File: config.mk
export PLATFORM = sky130hd
export DESIGN_NAME = sync_fifo
export DESIGN_NICKNAME = d
export VERILOG_FILES = /design/src/rtl/fifo_defs_pkg.sv /design/src/rtl/sync_fifo_ram.sv /design/src/rtl/sync_fifo.sv
export SDC_FILE = /design/constraint.sdc
export NUM_CORES = 1
export LEC_CHECK = 0
export CAP_MARGIN = 5
export CORE_AREA = 8 8 123 125
export CTS_CLUSTER_SIZE = 24
export DETAILED_ROUTE_END_ITERATION = 8
export DIE_AREA = 0 0 131 133
export PLACE_DENSITY = 0.66
export SLEW_MARGIN = 20
export SYNTH_ARGS = -nofsm -noshare
export SYNTH_HDL_FRONTEND = slang
export SYNTH_SLANG_ARGS = --single-unit
File: constraint.sdc
create_clock -name clk -period 8.03 [get_ports clk]
set_input_delay 2.409 -clock clk [delete_from_list [all_inputs] [get_ports clk]]
set_output_delay 2.409 -clock clk [all_outputs]
set_load 0.1 [all_outputs]
File: src/rtl/fifo_defs_pkg.sv
// rtl/fifo_defs_pkg.sv - shared FIFO constants and pointer compare helpers
package fifo_defs_pkg;

  localparam int unsigned FWFT_MODE = 1;
  localparam int unsigned STD_MODE  = 0;

  // Number of entries addressed by a POINTER-bit address.
  function automatic int unsigned fifo_depth(input int unsigned pointer);
    return 32'd1 << pointer;
  endfunction

  // Pointers carry one extra wrap bit above the address bits.
  function automatic logic ptr_empty(input int unsigned wp, input int unsigned rp);
    return wp == rp;
  endfunction

  // Full when only the wrap bit differs.
  function automatic logic ptr_full(input int unsigned wp, input int unsigned rp,
                                    input int unsigned pointer);
    return (wp ^ rp) == (32'd1 << pointer);
  endfunction

  // Occupancy, modulo the (pointer+1)-bit pointer range.
  function automatic int unsigned ptr_level(input int unsigned wp, input int unsigned rp,
                                            input int unsigned pointer);
    return (wp - rp) & ((32'd2 << pointer) - 32'd1);
  endfunction

endpackage

File: src/rtl/sync_fifo_ram.sv
// rtl/sync_fifo_ram.sv - WIDTH x DEPTH storage, synchronous write, combinational read
module sync_fifo_ram
  import fifo_defs_pkg::*;
#(
  parameter int unsigned WIDTH   = 8,
  parameter int unsigned POINTER = 4
) (
  input  logic               clk,
  input  logic               wr_en,
  input  logic [POINTER-1:0] wr_addr,
  input  logic [WIDTH-1:0]   wr_data,
  input  logic [POINTER-1:0] rd_addr,
  output logic [WIDTH-1:0]   rd_data
);

  localparam int unsigned DEPTH = fifo_depth(POINTER);

  logic [WIDTH-1:0] mem [DEPTH];

  // Storage is never reset or flushed; only the pointers define validity.
  always_ff @(posedge clk) begin
    if (wr_en) begin
      mem[wr_addr] <= wr_data;
    end
  end

  assign rd_data = mem[rd_addr];

endmodule

File: src/rtl/sync_fifo.sv
// rtl/sync_fifo.sv - single-clock FIFO with FWFT or registered read port
module sync_fifo
  import fifo_defs_pkg::*;
#(
  parameter int unsigned WIDTH        = 8,
  parameter int unsigned POINTER      = 4,
  parameter int unsigned AFULL_LEVEL  = 14,
  parameter int unsigned AEMPTY_LEVEL = 2,
  parameter int unsigned FWFT         = 1
) (
  input  logic               clk,
  input  logic               areset,
  input  logic               flush,
  input  logic               wren,
  input  logic [WIDTH-1:0]   data_in,
  output logic               wr_full,
  output logic               wr_afull,
  input  logic               rden,
  output logic [WIDTH-1:0]   data_out,
  output logic               rd_valid,
  output logic               rd_empty,
  output logic               rd_aempty,
  output logic [POINTER:0]   level,
  output logic               overflow,
  output logic               underflow
);

  localparam int unsigned PW = POINTER + 1;

  logic [POINTER:0] wr_ptr_q, wr_ptr_d;
  logic [POINTER:0] rd_ptr_q, rd_ptr_d;
  logic             overflow_q, overflow_d;
  logic             underflow_q, underflow_d;
  logic             full_w, empty_w;
  logic [POINTER:0] level_w;
  logic             wr_acc, rd_acc;
  logic [WIDTH-1:0] ram_rd_data;

  assign full_w  = ptr_full(32'(wr_ptr_q), 32'(rd_ptr_q), POINTER);
  assign empty_w = ptr_empty(32'(wr_ptr_q), 32'(rd_ptr_q));
  assign level_w = PW'(ptr_level(32'(wr_ptr_q), 32'(rd_ptr_q), POINTER));

  assign wr_acc = wren & ~full_w;
  assign rd_acc = rden & ~empty_w;

  assign wr_full   = full_w;
  assign rd_empty  = empty_w;
  assign level     = level_w;
  assign wr_afull  = 32'(level_w) >= AFULL_LEVEL;
  assign rd_aempty = 32'(level_w) <= AEMPTY_LEVEL;
  assign overflow  = overflow_q;
  assign underflow = underflow_q;

  // Next pointers and sticky error flags; flush wins and discards both requests.
  always_comb begin
    wr_ptr_d    = wr_ptr_q;
    rd_ptr_d    = rd_ptr_q;
    overflow_d  = overflow_q;
    underflow_d = underflow_q;
    if (flush) begin
      wr_ptr_d    = '0;
      rd_ptr_d    = '0;
      overflow_d  = 1'b0;
      underflow_d = 1'b0;
    end else begin
      if (wr_acc) wr_ptr_d = wr_ptr_q + PW'(1);
      if (rd_acc) rd_ptr_d = rd_ptr_q + PW'(1);
      if (wren && full_w)  overflow_d  = 1'b1;
      if (rden && empty_w) underflow_d = 1'b1;
    end
  end

  // Pointer and error flag registers.
  always_ff @(posedge clk or posedge areset) begin
    if (areset) begin
      wr_ptr_q    <= '0;
      rd_ptr_q    <= '0;
      overflow_q  <= 1'b0;
      underflow_q <= 1'b0;
    end else begin
      wr_ptr_q    <= wr_ptr_d;
      rd_ptr_q    <= rd_ptr_d;
      overflow_q  <= overflow_d;
      underflow_q <= underflow_d;
    end
  end

  sync_fifo_ram #(
    .WIDTH   (WIDTH),
    .POINTER (POINTER)
  ) u_ram (
    .clk     (clk),
    .wr_en   (wr_acc & ~flush),
    .wr_addr (wr_ptr_q[POINTER-1:0]),
    .wr_data (data_in),
    .rd_addr (rd_ptr_q[POINTER-1:0]),
    .rd_data (ram_rd_data)
  );

  if (FWFT == FWFT_MODE) begin : g_fwft
    assign data_out = ram_rd_data;
    assign rd_valid = ~empty_w;
  end else begin : g_std
    logic [WIDTH-1:0] data_out_q, data_out_d;
    logic             rd_valid_q, rd_valid_d;

    // Capture the head word on an accepted read; data holds otherwise.
    always_comb begin
      data_out_d = data_out_q;
      rd_valid_d = 1'b0;
      if (!flush && rd_acc) begin
        data_out_d = ram_rd_data;
        rd_valid_d = 1'b1;
      end
    end

    // Registered read port.
    always_ff @(posedge clk or posedge areset) begin
      if (areset) begin
        data_out_q <= '0;
        rd_valid_q <= 1'b0;
      end else begin
        data_out_q <= data_out_d;
        rd_valid_q <= rd_valid_d;
      end
    end

    assign data_out = data_out_q;
    assign rd_valid = rd_valid_q;
  end

endmodule

; ---- After elaboration in Yosys (flattened, before gate mapping)
; Memory sizes are Yosys's and may differ from the RTL's.
; Index checks and enable logic that the tools add are counted.
[word_totals]
regBits = 12
mem_bits_rw = 128
elab_cells = 35
memories = 1
[op_classes]
addsub = 3
order_cmp = 2
n_eq_ne = 2
muxes = 10
bitwise = 7
reduce_logical = 6
[memory_table]
columns = memory, depth, word_bits, read_ports, rd_ports_with_merged_regs, write_ports, line
row1 = u_ram.mem, 16, 8, 1, 0, 1, sync_fifo_ram.sv:18  ; logic [WIDTH-1:0] mem [DEPTH];
[op_table]
columns = cell, n
row1 = $mux W5, 4
row2 = $add A5 B1 Y5 const B, 2
row3 = $reduce_bool A2 Y1, 4
row4 = $mux W1, 6
row5 = $eq A5 B5 Y1, 1
row6 = $eq A5 B5 Y1 const B, 1
row7 = $ge A5 B4 Y1 const B, 1
row8 = $le A5 B2 Y1 const B, 1
row9 = $sub A5 B5 Y5, 1
row10 = $xor A5 B5 Y5, 1
row11 = $and A1 B1 Y1, 3
row12 = $not A1 Y1, 3
row13 = $logic_and A1 B1 Y1, 2

; ---- Depth between registers and ports, before layout
; Gate-level depths: netlist of run 1.
[depth]
word_depth = 7
ltp_mapped = 8

; ---- By module
; Synthesis of run 1 repeated with hierarchy kept, for this count alone.
[hier_totals]
hier_cells = 300
hier_area_um2 = 5761.8
[modules_own_cells]
columns = module, n_inst, cells_per_inst, area_per_inst_um2
row1 = sync_fifo_ram, 1, 221, 4987.3
row2 = sync_fifo, 1, 79, 774.5

; ---- Worst setup path after synthesis of run 1
; OpenSTA, ideal clock, no wires.
[synth_timing]
path_kind = flip-flop to output port
startpoint = register rd_ptr_q[1]
endpoint = output port rd_aempty
arrival_ns = 4.899
setup_slack_ns = 0.722
stages_incl_launch_ff = 9
n_path_buf = 2
cell_sequence = dfrtp_1 buf_2 buf_1 inv_1 fa_1 a21o_1 a21oi_1 xnor2_1 a211oi_1
[synth_between]
elab_chain_len = 2
[synth_rtl]
columns = element, line
row1 = "start, declared", sync_fifo.sv:31  ; logic [POINTER:0] rd_ptr_q, rd_ptr_d;
row2 = "start signal, assigned", sync_fifo.sv:82  ; rd_ptr_q <= rd_ptr_d;
row3 = $sub A5 B5 Y5, fifo_defs_pkg.sv:26  ; return (wp - rp) & ((32'd2 << pointer) - 32'd1);
row4 = net level[4], sync_fifo.sv:23  ; output logic [POINTER:0] level,
row5 = $le A5 B2 Y1, sync_fifo.sv:50  ; assign rd_aempty = 32'(level_w) <= AEMPTY_LEVEL;
row6 = "end, declared", sync_fifo.sv:22  ; output logic rd_aempty,
; The timed path passes the listed nets, and every way through them passes these cells.

; ---- Worst setup path in the final report of run 1
[layout_timing]
startpoint = register rd_ptr_q[0]
endpoint = output port rd_aempty
[layout_between]
elab_chain_len = 2
[layout_rtl]
columns = element, line
row1 = $sub A5 B5 Y5, fifo_defs_pkg.sv:26
row2 = $le A5 B2 Y1, sync_fifo.sv:50
; Every way passes these cells.

==> impl_metrics.csv, run 1 <==
group,metric,value,unit
status,status,"finished clean",
sta,fin_ws,1.811,ns
setup_path,path_max_fanout,29,
finish,final_net_count,390,
drt,drtAntennaViolNets,0,
finish,drive_above_1_share,16.58,%
setup_path,reg2regPathDepth,6,
clock_network,cts_hold_buf,0,
finish,layout_common_cells,"edfxtp_1, clkdlybuf4s50_1, nor2_1, mux2i_1, mux4_2",
clock_network,cts_tree,"built",
logic_synthesis,synth.avg_cell_area,17.82,µm²
sta,setup_viol,0,
setup_path,r2r_slack,4.76,ns
floorplan,die_area,17420,µm²
finish,area_delta_synth_final,18.11,%
global_routing,antenna_found_initial,0,
global_routing,grt.total_usage,14.95,%
clock_network,cts_setup_buffers,0,
floorplan,io_pins,33,
clock_network,clock_latency,0.41,ns
logic_synthesis,seq_area_frac_synth,71.32,%
logic_synthesis,synth_edf_count,128,
min_path,hold_depth,2,
floorplan,die_h,133,µm
sta,tns,0,ns
setup_path,timing.rr.start,"rd_ptr_q[3]",
global_routing,grt_pass1_vias,3096,
logic_synthesis,synth_nets,349,
pwr,p_per_area,299.1,nW/µm²
pwr,p_leak,0.002252,µW
drt,dr.pass1.iters,5,
logic_synthesis,async_flop_share,8.571,%
placement,dp_hpwl,7.659,mm
finish,instances_no_fill,556,
min_path,hold_path_end,"overflow",
sta,fin_skew,0.004452,ns
finish,final_common_cell,"edfxtp_1",
min_path,hold_class,"reg2reg",
sta,hold_viol_final,0,
logic_synthesis,syn-cell-area,5811,µm²
clock_network,cts_resized,0,
global_routing,grt_max_degree,44,
clock_network,clkTransAtPathRegs,0.06,ns
floorplan,rows,42,
logic_synthesis,yosys_warnings,0,
finish,diodes,0,
logic_synthesis,ys_ff_latch,140,
setup_path,cp-start-kind,"flip-flop",
placement,place_ws,2.195,ns
job,max-cap-violations,0,
setup_path,critPathRequiredTime,5.62,ns
sta,period_needed,6.219,ns
clock_network,cts_buffer_depth,2,
clock_network,cts_buffers,17,
setup_path,arrival,3.81,ns
global_routing,grt-ovfl-total,0,
floorplan,die_w,131,µm
drt,remaining_drc_errors,0,
logic_synthesis,synth_cell_types,39,
placement,dpl.cell_count,524,
clock_network,htreeDepth,4,
logic_synthesis,synthFlopType,"edfxtp_1",
sta,post-route-period-util,77.45,%
logic_synthesis,netlist_instances,326,
global_routing,grt_pass1_wl,18.71,mm
min_path,holdCritStartpoint,"overflow",
drt,wl_per_cell,21.74,µm
pwr,ir_drop,0.1616,mV
finish,final_area,6863,µm²
setup_path,critical_path_class,"reg2out",
floorplan,core_region_area,13090,µm²
sta,rsz0062_at_grt,"no",
drt,first_iter_violations,360,
drt,via_per_inst,5.430,
sta,fmax,0.1608,GHz
clock_network,clock_sinks,140,
placement,portBuffers,32,
drt,drt_wl_total,12.09,mm
placement,place_area,6314,µm²
drt,vias,3019,
sta,slew_viol_final,0,
floorplan,initial_core_util,44.41,%
sta,maxSlewHeadroom,33.58,%
setup_path,end_kind,"output pin",
sta,tightest_slew,0.9932,ns
setup_path,r2r_end,"u_ram.mem[12][2]",
finish,finish.utilization,52.45,%
placement,gp_congestion,0.7723,
clock_network,cts-root-buf,"clkbuf_16",
synthesized netlist by cell type, types with 2 or more instances:
library cell / count / area [µm²]
edfxtp_1: 128 / 3844
mux2i_1: 26 / 260.3
nor2_1: 26 / 97.59
mux4_2: 24 / 540.5
dfrtp_1: 12 / 300.3
o21ai_0: 12 / 60.06
ha_1: 9 / 112.6
inv_1: 9 / 33.78
a22oi_1: 8 / 60.06
a32oi_1: 8 / 70.07
xnor2_1: 8 / 70.07
nand2_1: 6 / 22.52
a211oi_1: 4 / 30.03
a21oi_1: 4 / 20.02
buf_2: 4 / 20.02
clkbuf_1: 4 / 15.01
nor3_1: 4 / 20.02
buf_4: 3 / 22.52
a21o_1: 2 / 15.01
and2_1: 2 / 12.51
nand2b_1: 2 / 12.51
nor2b_1: 2 / 12.51
or3_1: 2 / 12.51
xor2_1: 2 / 17.52
cell type report:
class,count,area [µm²]
multi-input cells,161,1555
inverters,11,41.29
flip-flops and latches,140,4146
clock inverters,14,120.1
well taps,176,220.2
repair buffers,36,350.3
fillers,1022,6222
clock buffers,18,429.2
flip-flops by register name (all words and copies together), names as in the netlist:
| name | cells |
|---|---|
| rd_ptr_q | 5 |
| wr_ptr_q | 5 |
| overflow | 1 |
| underflow | 1 |
| u_ram.mem | 128 |
where the power goes:
part / internal (µW) / total [µW] / switching, µW
clock network: 426 / 729 / 303
registers: 806 / 810 / 4.34
logic: 145 / 514 / 370
layer usage:
| layer | vias to the layer above | track usage [%] | share of wire (%) |
|---|---|---|---|
| met5 | - | 0 | 0 |
| met4 | 0 | 6.318 | 1.5 |
| met3 | 15 | 3.134 | 5.4 |
| met2 | 90 | 23.14 | 50 |
| met1 | 1529 | 19.87 | 43 |
| li1 | 1385 | - | - |
through the flow:
step           hold WS, ns  total power, µW
2_1_floorplan       0.5858             1221
4_1_cts             0.5091             2065
3_5_place_dp        0.4962             1343
3_3_place_gp        0.4772             1338
5_1_grt             0.5353             2114
6_report            0.5033             2053
how the worst max path moves through the flow:
stage,startpoint,endpoint,slack (ns),depth (start not counted)
3_5_place_dp,rd_ptr_q[0],rd_aempty,2.19,9
4_1_cts,rd_ptr_q[0],rd_aempty,1.75,9
6_report,rd_ptr_q[0],rd_aempty,1.81,9
5_1_grt,rd_ptr_q[0],rd_aempty,1.57,9
3_3_place_gp,rd_ptr_q[0],rd_aempty,2.23,9
2_1_floorplan,rd_ptr_q[1],rd_aempty,0.72,8
cell families (layout without fill, tap and decap cells):
logic type                 count (synthesis)  in the layout  synth area share, %
muxes                                     50             50                13.78
DFF                                      140            140                71.32
AOI/OAI and AO/OA                         43             43                5.125
xor gates and xnor gates                  11             11                1.787
buffers and inverters                     25             79                2.088
and+or+nand+nor                           47             47                3.617
adders and majority gates                 10             10                2.283
critical path, stage by stage, from the launching register on:
cell	delay [ns]
dfrtp_2	0.33
buf_4	0.47
ha_1	0.27
inv_1	0.06
fa_1	0.40
a21o_1	0.19
a21oi_1	0.16
xnor2_1	0.11
a211oi_1	0.22
clkdlybuf4s50_1	1.17
No activity file was read; power rests on OpenSTA's default activity.
==> run 2: changes to the inputs <==
--- a/config.mk
+++ b/config.mk
@@ -10,7 +10,7 @@
 export CTS_CLUSTER_SIZE = 24
 export DETAILED_ROUTE_END_ITERATION = 8
 export DIE_AREA = 0 0 131 133
-export PLACE_DENSITY = 0.66
+export PLACE_DENSITY = 0.69
 export SLEW_MARGIN = 20
 export SYNTH_ARGS = -nofsm -noshare
 export SYNTH_HDL_FRONTEND = slang
==> constraint.sdc (replaced) <==
create_clock -name clk -period 5.1 [get_ports clk]
set_input_delay 1.53 -clock clk [delete_from_list [all_inputs] [get_ports clk]]
set_output_delay 1.53 -clock clk [all_outputs]
set_load 0.1 [all_outputs]
==> impl_metrics.csv, run 2 (synthesized netlist as in run 1, its figures left out) <==
group,metric,value,unit
setup_path,critical_path_class,"reg2out",
floorplan,die_area,17420,µm²
clock_network,cts_buffers,17,
pwr,p_comb_share,24.6,%
sta,fin_ws,0.7279,ns
clock_network,htreeDepth,4,
sta,hold_ws,0.5014,ns
drt,drt_wl_total,12.68,mm
placement,portBuffers,32,
global_routing,antenna_found_initial,0,
setup_path,path_max_fanout,20,
clock_network,clkTransAtPathRegs,0.05,ns
clock_network,cts_tree,"built",
finish,num-fill-cells,1013,
drt,wl_per_cell,22.77,µm
floorplan,initial_core_util,44.41,%
drt,vias,3065,
finish,drive_above_1_share,22.05,%
sta,fin_skew,0.006995,ns
pwr,switching_share,31.63,%
finish,multiInputGateArea,1568,µm²
finish,regArea,4146,µm²
clock_network,cts_buffer_depth,2,
sta,maxSlewHeadroom,34.69,%
finish,reg_top3,"u_ram.mem (128), rd_ptr_q (5), wr_ptr_q (5)",
floorplan,die_h,133,µm
finish,final_net_count,392,
placement,place_ws,1.090,ns
placement,dpl.cell_count,526,
placement,place_area,6321,µm²
setup_path,r2r_slack,1.80,ns
sta,slew_viol_final,0,
pwr,power.internal,2268,µW
floorplan,io_pins,33,
finish,layout_common_cells,"edfxtp_1, mux2i_1, nor2_1",
status,status,"finished clean",
global_routing,grt-ovfl-total,0,
sta,tightest_slew,0.9766,ns
pwr,power.total,3317,µW
clock_network,cts_setup_buffers,0,
sta,post-route-period-util,85.73,%
finish,diodes,0,
finish,final_common_cell,"edfxtp_1",
drt,via_per_inst,5.503,
min_path,hold_class,"reg2reg",
finish,largest_reg_flops,128,
finish,regMostFlops,"u_ram.mem",
pwr,ir_drop,0.2758,mV
setup_path,end_kind,"output pin",
setup_path,cp-start-kind,"flip-flop",
global_routing,grt.total_usage,15.67,%
pwr,p_clk_share,36.3,%
pwr,p_per_area,480.6,nW/µm²
placement,dp_hpwl,8.639,mm
sta,fmax,0.2287,GHz
drt,remaining_drc_errors,0,
clock_network,cts_resized,0,
floorplan,core_region_area,13090,µm²
setup_path,critPathRequiredTime,3.57,ns
floorplan,die_w,131,µm
sta,setup_viol,0,
sta,hold_viol_final,0,
global_routing,grt_max_degree,26,
pwr,p_leak,0.002301,µW
clock_network,cts_hold_buf,0,
clock_network,cts-root-buf,"clkbuf_16",
finish,area_delta_synth_final,18.78,%
global_routing,grt_pass1_wl,19.42,mm
clock_network,clock_latency,0.42,ns
sta,rsz0062_at_grt,"no",
finish,final_area,6902,µm²
floorplan,rows,42,
pwr,p_seq_share,39.1,%
finish,instances_no_fill,557,
placement,gp_congestion,0.7717,
clock_network,clock_sinks,140,
job,max-cap-violations,0,
setup_path,arrival,2.84,ns
sta,period_needed,4.372,ns
pwr,power_switching,1049,µW
drt,drtAntennaViolNets,0,
global_routing,grt_pass1_vias,3255,
drt,first_iter_violations,298,
drt,dr.pass1.iters,4,
-- run 2: worst paths after layout --
check / start / end / depth (start not counted)
min in group asynchronous: areset / wr_ptr_q[1] / 2
min: overflow / overflow / 2
max in group asynchronous: areset / rd_ptr_q[0] / 2
min reg2reg: overflow / overflow / 2
max: rd_ptr_q[1] / rd_aempty / 7
max reg2reg: rd_ptr_q[3] / u_ram.mem[11][0] / 6
-- run 2: final cells by class --
type	count	share of cell area (%)
Tap cell	176	3.191
Timing Repair Buffer	38	5.004
Inverter	11	0.5983
Clock buffer	18	6.218
Multi-Input combinational cell	161	22.72
Clock inverter	13	2.194
Sequential cell	140	60.08
-- run 2: routing by layer --
layer	wire length, µm	track usage (%)	vias up	share of wire (%)
met5	0	0	-	0
met2	6307	24.74	98	50
met4	275	6.445	0	2.2
li1	-	-	1379	-
met3	809	4.902	20	6.4
met1	5291	19.41	1568	42
-- run 2: per-stage QoR --
step,utilization [%],TNS (ns)
3_3_place_gp,48.31,0
2_1_floorplan,-,-0.06838
3_5_place_dp,48.31,0
4_1_cts,52.74,0
6_report,52.74,0
5_1_grt,52.74,0
-- run 2: worst max-delay path, cell delays in order, from the launching register on --
cell	delay [ns]
dfrtp_2	0.68
inv_1	0.17
ha_1	0.34
nor2b_1	0.14
o21a_1	0.17
or3_1	0.37
a211oi_2	0.34
buf_12	0.22
-- run 2: power by group through the flow --
stage | logic, µW | registers [µW] | clock network, µW
after floorplan | 622 | 1310 | 0
after global placement | 818 | 1320 | 0
after detailed placement | 821 | 1320 | 0
after CTS | 823 | 1300 | 1220
after global routing | 852 | 1300 | 1260
final | 817 | 1300 | 1200
==> run 3: changes to the inputs <==
--- a/config.mk
+++ b/config.mk
@@ -6,11 +6,11 @@
 export NUM_CORES = 1
 export LEC_CHECK = 0
 export CAP_MARGIN = 5
-export CORE_AREA = 8 8 123 125
+export CORE_AREA = 8 8 145 107
 export CTS_CLUSTER_SIZE = 24
 export DETAILED_ROUTE_END_ITERATION = 8
-export DIE_AREA = 0 0 131 133
-export PLACE_DENSITY = 0.69
+export DIE_AREA = 0 0 153 115
+export PLACE_DENSITY = 0.68
 export SLEW_MARGIN = 20
 export SYNTH_ARGS = -nofsm -noshare
 export SYNTH_HDL_FRONTEND = slang
==> impl_metrics.csv, run 3 (synthesized netlist as in run 1, its figures left out) <==
group,metric,value,unit
status,status,"finished clean",
setup_path,crit_slowest_cell,"dfrtp_2",
setup_path,arrival,2.82,ns
finish,final_common_cell,"edfxtp_1",
finish,layout_common_cells,"edfxtp_1, mux2i_1, nor2_1",
floorplan,io_pins,33,
clock_network,cts_hold_buf,0,
finish,regMostFlops,"u_ram.mem",
sta,setup_viol,0,
sta,period_needed,4.350,ns
clock_network,cts_tree,"built",
placement,portBuffers,32,
pwr,ir_drop,0.2478,mV
placement,place_ws,1.080,ns
pwr,p_leak,0.002295,µW
drt,remaining_drc_errors,0,
setup_path,critical_path_class,"reg2out",
finish,reg_top3,"u_ram.mem (128), rd_ptr_q (5), wr_ptr_q (5)",
clock_network,cts_setup_buffers,0,
drt,vias,3122,
drt,via_per_inst,5.646,
pwr,p_comb_share,24.9,%
pwr,p_seq_share,39.5,%
setup_path,path_max_fanout,14,
job,max-cap-violations,0,
floorplan,die_area,17600,µm²
finish,num-fill-cells,1042,
setup_path,path_cells,"ha_1 -> inv_1 -> fa_1 -> a21o_1 -> a21oi_1 -> xnor2_2 -> a211oi_2 -> buf_12",
sta,fmax,0.2299,GHz
global_routing,grt.total_usage,15.35,%
pwr,p_per_area,477.9,nW/µm²
finish,final_net_count,392,
sta,fin_skew,0.007625,ns
pwr,p_clk_share,35.6,%
placement,dp_hpwl,8.702,mm
clock_network,htreeDepth,4,
pwr,power_switching,1063,µW
clock_network,clkTransAtPathRegs,0.06,ns
pwr,power.total,3286,µW
setup_path,cp-start-kind,"flip-flop",
min_path,hold_class,"reg2reg",
setup_path,critPathMaxStageDelay,0.65,ns
sta,rsz0062_at_grt,"no",
finish,drive_above_1_share,21.99,%
setup_path,end_kind,"output pin",
floorplan,die_h,115,µm
global_routing,grt_pass1_wl,19.64,mm
drt,wl_per_cell,23.05,µm
clock_network,cts_buffer_depth,2,
global_routing,antenna_found_initial,0,
pwr,switching_share,32.34,%
setup_path,critPathRequiredTime,3.57,ns
global_routing,grt-ovfl-total,0,
sta,maxSlewHeadroom,34.58,%
drt,first_iter_violations,224,
drt,drt_wl_total,12.75,mm
drt,dr.pass1.iters,4,
placement,gp_congestion,0.8468,
clock_network,cts_buffers,17,
sta,post-route-period-util,85.29,%
global_routing,grt_pass1_vias,3181,
drt,drtAntennaViolNets,0,
finish,diodes,0,
clock_network,clock_latency,0.41,ns
sta,hold_viol_final,0,
sta,tightest_slew,0.9782,ns
clock_network,clock_sinks,140,
global_routing,grt_max_degree,36,
clock_network,cts_resized,0,
clock_network,cts-root-buf,"clkbuf_16",
finish,final_area,6875,µm²
floorplan,core_region_area,13380,µm²
placement,place_area,6315,µm²
finish,area_delta_synth_final,18.32,%
finish,largest_reg_flops,128,
floorplan,rows,36,
sta,fin_ws,0.7500,ns
floorplan,initial_core_util,43.43,%
floorplan,die_w,153,µm
pwr,power.internal,2223,µW
sta,slew_viol_final,0,
-- run 3: cell count changes in the layout (fill, tap and decap cells not counted) --
cell	change
clkinv_2	+1
clkbuf_1	+2
clkinv_1	-1
clkinvlp_4	-1
bufinv_16	-1
clkinv_4	+1
-- run 3: power by group through the flow --
stage               clock network, µW  registers [µW]  logic, µW
finish                           1170            1300        819
CTS                              1190            1300        824
detailed placement                  0            1320        822
floorplan                           0            1310        622
global route                     1230            1300        856
global placement                    0            1320        814
-- run 3: path summary, 6_finish.rpt --
| path | startpoint | to | slack (ns) | cells after the start |
|---|---|---|---|---|
| max | rd_ptr_q[0] | rd_aempty | 0.75 | 8 |
| min | overflow | overflow | 0.49 | 2 |
| max reg2reg | rd_ptr_q[2] | u_ram.mem[12][5] | 1.80 | 6 |
| min reg2reg | overflow | overflow | 0.49 | 2 |
| max in group asynchronous | areset | rd_ptr_q[0] | 3.32 | 2 |
| min in group asynchronous | areset | wr_ptr_q[4] | 1.43 | 2 |
-- run 3: final cells by class --
| type | instances | area [µm²] | area share [%] |
|---|---|---|---|
| Clock inverter | 12 | 123.9 | 1.802 |
| Inverter | 11 | 41.29 | 0.6005 |
| Sequential cell | 140 | 4146 | 60.31 |
| Tap cell | 171 | 214.0 | 3.112 |
| Clock buffer | 20 | 436.7 | 6.351 |
| Multi-Input combinational cell | 161 | 1568 | 22.80 |
| Timing Repair Buffer | 38 | 345.3 | 5.023 |
-- run 3: critical path: cells and delay by family (launching register included) --
family	cells	cell delay, ns
buf+inv	2	0.28
compound gates	3	0.69
flops	1	0.65
xor+xnor	1	0.12
fa+ha+maj	2	0.67
-- run 3: routing by layer --
metal | track usage (%) | up-vias | share of wire, %
li1 | - | 1384 | -
met4 | 6.636 | 0 | 1.1
met2 | 21.67 | 107 | 44
met3 | 5.745 | 11 | 8.4
met1 | 20.92 | 1620 | 46
met5 | 0 | - | 0
-- run 3: metrics by stage --
stage	hold slack, ns	util [%]	instances	TNS (ns)
floorplan	0.5858	-	326	-0.06838
global placement	0.4792	47.20	521	0
detailed placement	0.4936	47.20	521	0
CTS	0.5038	51.39	553	0
global route	0.5300	51.39	553	0
finish	0.4943	51.39	553	0
